`src/rtl/stack_row_controller_pkg.sv`:
```
// stack_row_controller_pkg: shared board constants, FSM state encoding, and row helper functions
package stack_row_controller_pkg;
  localparam int COLS = 7;
  localparam int MAX_LEVEL = 15;
  localparam int SPEED_W = 11;
  typedef enum logic [2:0] {IDLE, MOVE, CHECK, REPORT_GO, REPORT_RES, DONE} state_t;
  function automatic logic [3:0] popcount(input logic [COLS-1:0] v);
    popcount = '0;
    for (int i = 0; i < COLS; i++) popcount += 4'(v[i]);
  endfunction
  function automatic logic [COLS-1:0] row_of(input logic [3:0] w, input logic [3:0] p);
    row_of = COLS'(((16'd1 << w) - 16'd1) << p);
  endfunction
endpackage

```
`src/rtl/stack_frame_divider.sv`:
```
// stack_frame_divider: emits a step pulse every period frame ticks while enabled (clk, rst, frame_tick, period, clear, enable -> step); owns frame_cnt
module stack_frame_divider
  import stack_row_controller_pkg::*;
(
  input  logic               clk,
  input  logic               rst,
  input  logic               frame_tick,
  input  logic [SPEED_W-1:0] period,
  input  logic               clear,
  input  logic               enable,
  output logic               step
);
  logic [SPEED_W-1:0] frame_cnt;
  assign step = enable && frame_tick && (frame_cnt >= period - SPEED_W'(1));
  always_ff @(posedge clk)
    if (rst || clear) frame_cnt <= '0;
    else if (enable && frame_tick) frame_cnt <= step ? '0 : frame_cnt + SPEED_W'(1);
endmodule

```
`src/rtl/stack_row_controller.sv`:
```
// stack_row_controller: one stacker round (slide row, latch on drop, score overlap, go/next_signal to level FSM); in clk resetn(sync active-high) start drop frame_tick speed_count num_blocks curr_level, out row_mask lvl_go next_signal busy game_over win; STACK_SPEEDUP_EN shortens the step period with level
module stack_row_controller
  import stack_row_controller_pkg::*;
(
  input  logic               clk,
  input  logic               resetn,
  input  logic               start,
  input  logic               drop,
  input  logic               frame_tick,
  input  logic [SPEED_W-1:0] speed_count,
  input  logic [3:0]         num_blocks,
  input  logic [5:0]         curr_level,
  output logic [COLS-1:0]    row_mask,
  output logic               lvl_go,
  output logic               next_signal,
  output logic               busy,
  output logic               game_over,
  output logic               win
);
  state_t state;
  logic [COLS-1:0] prev_mask, ov;
  logic [3:0] width, pos, ovc, req_w, next_w, next_pos;
  logic dir_left, begin_game, pass, step, hit_edge;
  logic [SPEED_W-1:0] period;
  assign req_w = num_blocks == 4'd0 ? 4'd1 : num_blocks > 4'(COLS) ? 4'(COLS) : num_blocks;
  assign next_w = ovc < req_w ? ovc : req_w;
  assign begin_game = start && (state == IDLE || state == MOVE || state == DONE);
  assign pass = ovc != 4'd0 && curr_level != 6'(MAX_LEVEL);
  assign hit_edge = dir_left ? pos == 4'd0 : {1'b0, pos} + {1'b0, width} == 5'(COLS);
  assign next_pos = (dir_left ^ hit_edge) ? pos - 4'd1 : pos + 4'd1;
`ifdef STACK_SPEEDUP_EN
  logic [SPEED_W+1:0] cut;
  assign cut = curr_level == 6'd0 ? '0 : (SPEED_W+2)'(curr_level - 6'd1) << 2;
  assign period = (SPEED_W+2)'(speed_count) > cut + (SPEED_W+2)'(2) ? SPEED_W'((SPEED_W+2)'(speed_count) - cut) : SPEED_W'(2);
`else
  assign period = speed_count == '0 ? SPEED_W'(1) : speed_count;
`endif
  stack_frame_divider divider (
    .clk(clk),
    .rst(resetn),
    .frame_tick(frame_tick),
    .period(period),
    .clear(begin_game || (state == REPORT_RES && pass)),
    .enable(state == MOVE),
    .step(step)
  );
  always_ff @(posedge clk)
    if (resetn) begin
      state <= IDLE;
      row_mask <= '0;
      lvl_go <= 1'b0;
      next_signal <= 1'b0;
      busy <= 1'b0;
      game_over <= 1'b0;
      win <= 1'b0;
      prev_mask <= '1;
      width <= 4'd1;
      pos <= '0;
      dir_left <= 1'b0;
      ov <= '0;
      ovc <= '0;
    end else begin
      lvl_go <= 1'b0;
      next_signal <= 1'b0;
      if (begin_game) begin
        state <= MOVE;
        width <= req_w;
        pos <= '0;
        dir_left <= 1'b0;
        prev_mask <= '1;
        row_mask <= row_of(req_w, 4'd0);
        game_over <= 1'b0;
        win <= 1'b0;
      end else
        case (state)
          MOVE:
            if (drop) begin
              state <= CHECK;
              busy <= 1'b1;
            end else if (step && width != 4'(COLS)) begin
              pos <= next_pos;
              dir_left <= dir_left ^ hit_edge;
              row_mask <= row_of(width, next_pos);
            end
          CHECK: begin
            ov <= row_mask & prev_mask;
            ovc <= popcount(row_mask & prev_mask);
            lvl_go <= 1'b1;
            state <= REPORT_GO;
          end
          REPORT_GO: begin
            next_signal <= pass;
            state <= REPORT_RES;
          end
          REPORT_RES: begin
            busy <= 1'b0;
            if (pass) begin
              prev_mask <= ov;
              width <= next_w;
              pos <= '0;
              dir_left <= 1'b0;
              row_mask <= row_of(next_w, 4'd0);
              state <= MOVE;
            end else begin
              game_over <= ovc == 4'd0;
              win <= ovc != 4'd0;
              row_mask <= ov;
              state <= DONE;
            end
          end
          default: ;
        endcase
    end
endmodule
```
`config.mk`:
```
export PLATFORM = sky130hd
export DESIGN_NAME = stack_row_controller
export DESIGN_NICKNAME = d
export VERILOG_FILES = /design/src/rtl/stack_row_controller_pkg.sv /design/src/rtl/stack_frame_divider.sv /design/src/rtl/stack_row_controller.sv
export SDC_FILE = /design/constraint.sdc
export NUM_CORES = 1
export LEC_CHECK = 0
export CORE_MARGIN = 2
export CORE_UTILIZATION = 57
export CTS_CLUSTER_DIAMETER = 50
export DETAILED_ROUTE_END_ITERATION = 7
export PLACE_DENSITY_LB_ADDON = 0.05
export SYNTH_ARGS = -nofsm -noshare
export SYNTH_HDL_FRONTEND = slang
export SYNTH_SLANG_ARGS = --single-unit
export TNS_END_PERCENT = 5
```
`constraint.sdc`:
```
create_clock -name clk -period 6.85 [get_ports clk]
set_input_delay 1.37 -clock clk [delete_from_list [all_inputs] [get_ports clk]]
set_output_delay 1.37 -clock clk [all_outputs]
set_load 0.02 [all_outputs]
```
Word-level counts from Yosys, hierarchy flattened
Cells that the tools add are included.
- input bits: 26
- output and inout port bits: 12
- register bits: 53
- logic and storage cells: 119
- reductions and logical operators: 33
- equal/unequal tests: 15
- add/sub/neg operators: 14
- order comparisons: 3
- mux-type cells: 30
- shift-type cells: 4
- bitwise logic cells: 5
- operator list (cell ; number):
    4-bit two-way mux ; 10
    7-bit two-way mux ; 4
    11-bit two-way mux ; 2
    1-bit by 4-bit left shift with 16-bit output, first input constant ; 1
    16-bit by 4-bit left shift with 7-bit output ; 1
    16-bit by 1-bit subtractor with 16-bit output, second input constant ; 1
    7-bit case mux with 2 select lines ; 1
    1-bit by 4-bit left shift with 7-bit output, first input constant ; 2
    7-bit by 1-bit subtractor with 7-bit output, second input constant ; 2
    4-bit by 1-bit adder with 4-bit output ; 3
    4-bit logical NOT ; 3
    3-bit case mux with 4 select lines ; 1
    2-bit AND reduction ; 6
    11-bit by 1-bit adder with 11-bit output, second input constant ; 1
    11-bit greater-or-equal comparator ; 1
    11-bit logical NOT ; 1
    11-bit by 1-bit subtractor with 11-bit output, second input constant ; 1
    3-bit inequality test, second input constant ; 3
    2-bit inequality test, second input constant ; 4
    4-bit case mux with 2 select lines ; 1
    4-bit nonzero test ; 2
    7-bit AND ; 1
    1-bit two-way mux ; 7
    3-bit by 2-bit equality test with 1-bit output, second input constant ; 2
    other kinds (27) ; 43

Longest topological paths before layout
- depth in word-level cells: 10
- mapped depth: 18
- depth with buffers taken out: 17

Hierarchy
A second synthesis with hierarchy kept.
- cells, all modules: 503
- area, all modules: 3950.0 um^2
- modules (own cells, without submodules) (module ; times used ; area an instance (um^2) ; cells an instance):
    stack_row_controller ; 1 ; 2960.3 ; 388
    stack_frame_divider ; 1 ; 989.7 ; 115

Worst setup path after synthesis
Ideal clock, no wire load.
- path kind: input port to flip-flop
- from: input port speed_count[2]
- to: register row_mask[1]
- setup slack: 2.353 ns
- arrival time: 4.380 ns
- stages: 17
- path buffers: 1
- library setup time: 0.116 ns
- cell sequence: nor2_1 -> nand2_1 -> nor4_1 -> nor3b_1 -> a21oi_1 -> ha_1 -> inv_1 -> or4_1 -> xor2_1 -> ha_1 -> and4_1 -> nand3_1 -> o211ai_1 -> a21o_1 -> clkbuf_1 -> o32ai_1 -> a31o_2
- longest elaborated chain between the ends: 8
- ends and longest elaborated chain (what ; line ; source):
    from (decl) ; stack_row_controller.sv:10 ; input logic [SPEED_W-1:0] speed_count,
    11-bit logical NOT ; stack_row_controller.sv:36 ; assign period = speed_count == '0 ? SPEED_W'(1) : speed_count;
    11-bit two-way mux * ; stack_row_controller.sv:36 ;
    11-bit by 1-bit subtractor with 11-bit output * ; stack_frame_divider.sv:14 ; assign step = enable && frame_tick && (frame_cnt >= period - SPEED_W'(1));
    11-bit greater-or-equal comparator * ; stack_frame_divider.sv:14 ;
    1-bit logical AND * ; stack_frame_divider.sv:14 ;
    1-bit logical AND * ; stack_row_controller.sv:80 ; end else if (step && width != 4'(COLS)) begin
    3-bit inequality test (no source line) * ; - ;
    3-bit AND reduction (no source line) * ; - ;
    to (signal assigned) ; stack_row_controller.sv:71 ; row_mask <= row_of(req_w, 4'd0);
    to (signal assigned) ; stack_row_controller.sv:83 ; row_mask <= row_of(width, next_pos);
    to (signal assigned) ; stack_row_controller.sv:102 ; row_mask <= row_of(next_w, 4'd0);
    to (decl) ; stack_row_controller.sv:13 ; output logic [COLS-1:0] row_mask,
Mark *: on every way between the ends. The rest lies on a longest branch, timed or not.
A chain may end at the register's enable or synchronous reset.

Final worst setup path
- from: input port speed_count[2]
- to: register row_mask[2]
The elaborated chain is that of the path after synthesis.

==> results.json <==
{
  "top_layer_used": "met4",
  "hold_class": "reg2reg",
  "route.antenna.remaining_nets": 0,
  "clk_pin_slew_ns": 0.10,
  "cts_buffer_depth": 2,
  "dp.cells": 557,
  "clkLatencyLatePin_ns": 0.31,
  "gr-total-overflow": 0,
  "first_global_vias": 3269,
  "n_antenna_cell": 0,
  "critPathLaunchType": "input port",
  "max_freq_mhz": 195,
  "std_cell_rows": 29,
  "drc_errors": 0,
  "place_hpwl_mm": 6.92,
  "critical-path-slowest-cell": "clkdlybuf4s50_1",
  "worstMarginPinSlew_ns": 1.09,
  "area_of_combinational_cells_with_multiple_inputs_um2": 2470,
  "slew_violations": 0,
  "leakage_nw": 1.64,
  "dr.pass1.iters": 7,
  "wl_met1_mm": 4.27,
  "netlist_instances": 463,
  "synth_sequential_area_ratio_pct": 28.5,
  "initial_core_util_pct": 58.2,
  "cts.sinks": 52,
  "synth_largest_area_cell": "dfxtp_1",
  "finalHoldWorstSlack_ns": 0.478,
  "place.gp.congestion": 0.894,
  "cts_hold_buffers": 0,
  "setup_viol": 0,
  "sequential_cell_area_um2": 1040,
  "post_synth_main_area_contributors": "dfxtp_1, ha_1, nand2_1",
  "timing.clock.skew_ns": 0.0107,
  "power.ir.vdd_worst_v": 0.0000928,
  "post-cts-setup-buffers": 0,
  "regToRegEndpoint": "row_mask[3]",
  "worst_case_register_to_register_setup_slack_ns": 2.78,
  "r2r-start": "pos[0]",
  "detailroute.wirelength.met2_mm": 4.13,
  "power.density_nw_per_um2": 162,
  "die_height_um": 84.1,
  "route.detailed.vias_per_inst": 6.22,
  "first_iteration_detailed_routing_drc_count": 295,
  "crit_path_max_incr_delay_ns": 0.45,
  "fp.coreArea_um2": 6280,
  "clockRootBuffer": "clkbuf_8",
  "post_layout_nonfiller_instances": 565,
  "final.fill_count": 567,
  "die_w_um": 84.1,
  "cts-resized-gates": 0,
  "timing_worst_setup_path_type": "in2reg",
  "critical_path_depth": 16,
  "syn2layout_area_growth_pct": 13.8,
  "mappedNetlistNets": 519,
  "route.vias.total": 3515,
  "endpoint": "row_mask[2]",
  "routed_wl_mm": 9.10,
  "launching_element_of_the_worst_setup_path": "speed_count[2]",
  "crit_chain": "clkdlybuf4s50_1, nor2_1, nand2_1, nor4_1, nor3b_1, a21oi_1, ha_1, xnor2_1, ha_1, o211ai_1, a21oi_1, a211oi_1, o211ai_1, a21oi_2, a221oi_1, a311oi_1",
  "min_period_ns": 5.12,
  "synth.cell_area_um2": 3650,
  "ys_seq_elements": 52,
  "hold_start": "game_over",
  "rsz0062_at_grt": "no",
  "io_pins": 38,
  "reg2reg_depth": 13,
  "final.period_utilization_pct": 74.8,
  "antenna_found_initial": 0,
  "post_synth_num_cell_types": 71,
  "final_layout_size_suffix_gt1_share_pct": 5.33,
  "ys.warnings.count": 0,
  "synth_edf_count": 0,
  "nNetsFinal": 543,
  "worst_setup_path_end_kind": "flop",
  "setup_tns_ns": 0,
  "worst_slew_margin_rel_pct": 26.6,
  "critical_path_peak_fanout": 9,
  "grt_start_max_net_pins": 22,
  "synth_top_flop_cell": "dfxtp_1",
  "clock_buffers_created_by_tritoncts": 5,
  "synth_top_cells_by_count": "nand2_1, dfxtp_1, a21oi_1",
  "routed-wl-met3_um": 534,
  "timing.critical_path.required_ns": 7.06,
  "ctsHtreeMaxLevel": 2,
  "tritoncts": "built",
  "netlist.area_leader.share_pct": 28.5,
  "dieArea_um2": 7070,
  "worst_ep_arrival_time_ns": 5.33,
  "cap_viol_max_count": 0,
  "status": "completed",
  "first_pass_grt_wire_length_mm": 15.7,
  "buffer_ports.inserted": 37,
  "global_route.usage.total_pct": 26.9,
  "dominant_cell_by_count_in_the_synthesized_netlist": "nand2_1",
  "routed_wire_length_per_instance_um": 16.1,
  "asyncSetResetFlopFracSynth_pct": 0,
  "critical_path.n_buffers_inverters": 1,
  "path_delay_family": "compound AO/OA/AOI/OAI gates",
  "timing_hold_violations_final": 0,
  "synth_area_per_cell_um2": 7.89
}
## worst min-delay path, delay by kind of cell (launching register included)
family / cells / cell delay (ns)
flip-flops: 1 / 0.32
AND/OR/NAND/NOR: 1 / 0.06
AO/OA/AOI/OAI: 1 / 0.06
## registers in the layout, summed over array words and instances, names as in the netlist
name               flops
busy                   1
row_mask               7
win                    1
ovc                    3
ov                     7
pos                    4
dir_left               1
lvl_go                 1
next_signal            1
width                  4
prev_mask              7
game_over              1
state                  3
divider.frame_cnt     11
## power breakdown
group          leakage, nW  internal, mW  switching, mW
logic                 1.16        0.0581         0.0696
clock network       0.0614         0.120          0.105
registers            0.422         0.309         0.0114
total                 1.64         0.486          0.186
## layer usage
layer,vias to the layer above,GRT usage (%)
met5,-,0
met3,19,4.55
met1,1637,37.9
met4,0,7.62
met2,128,42.2
li1,1731,-
## final cells by class
cell class,count,area share [%]
sequential,52,25.0
inverter,13,1.17
timing repair buffer,38,9.08
clock buffer,6,1.98
tap,77,2.32
clock inverter,2,0.932
multi-input combinational,377,59.5
## cell usage in the layout (no fill, tap or decap), types with 9 or more instances in the layout
cell type and n:
nand2b_1 9, inv_1 13, ha_1 24, clkdlybuf4s50_1 37, dfxtp_1 52, nor2_1 38
xor2_1 18, nand2_1 61, a21oi_1 39, nand3_1 22, nor3_1 13, o21ai_0 20
## logic make-up after synthesis
| family | Yosys count | share of synthesized area [%] |
|---|---|---|
| XOR/XNOR | 25 | 5.99 |
| other | 1 | 0.103 |
| adder cells (fa/ha/maj) | 30 | 11.5 |
| multiplexers | 2 | 0.582 |
| buffers and inverters | 34 | 3.80 |
| flip-flops | 52 | 28.5 |
| AO/OA/AOI/OAI | 123 | 22.5 |
| AND/OR/NAND/NOR | 196 | 27.1 |
## worst min path at each step
stage              endpoint  slack [ns]  depth (start not counted)
3_5_place_dp   prev_mask[2]        0.45                          2
6_report          game_over        0.48                          2
4_1_cts        prev_mask[2]        0.48                          2
3_3_place_gp   prev_mask[2]        0.44                          2
2_1_floorplan  prev_mask[2]        0.43                          2
5_1_grt        prev_mask[2]        0.50                          2
## per-stage QoR
step | total power, mW | setup slack [ns] | util (%) | instance area [um^2]
finish | 0.672 | 1.73 | 66.3 | 4160
global route | 0.704 | 1.38 | 66.3 | 4160
CTS | 0.673 | 1.81 | 66.3 | 4160
detailed placement | 0.453 | 1.47 | 64.3 | 4040
global placement | 0.449 | 1.64 | 64.3 | 4040
floorplan | 0.405 | 2.35 | - | 3650
Note: power is estimated with default switching activity, not from simulation.
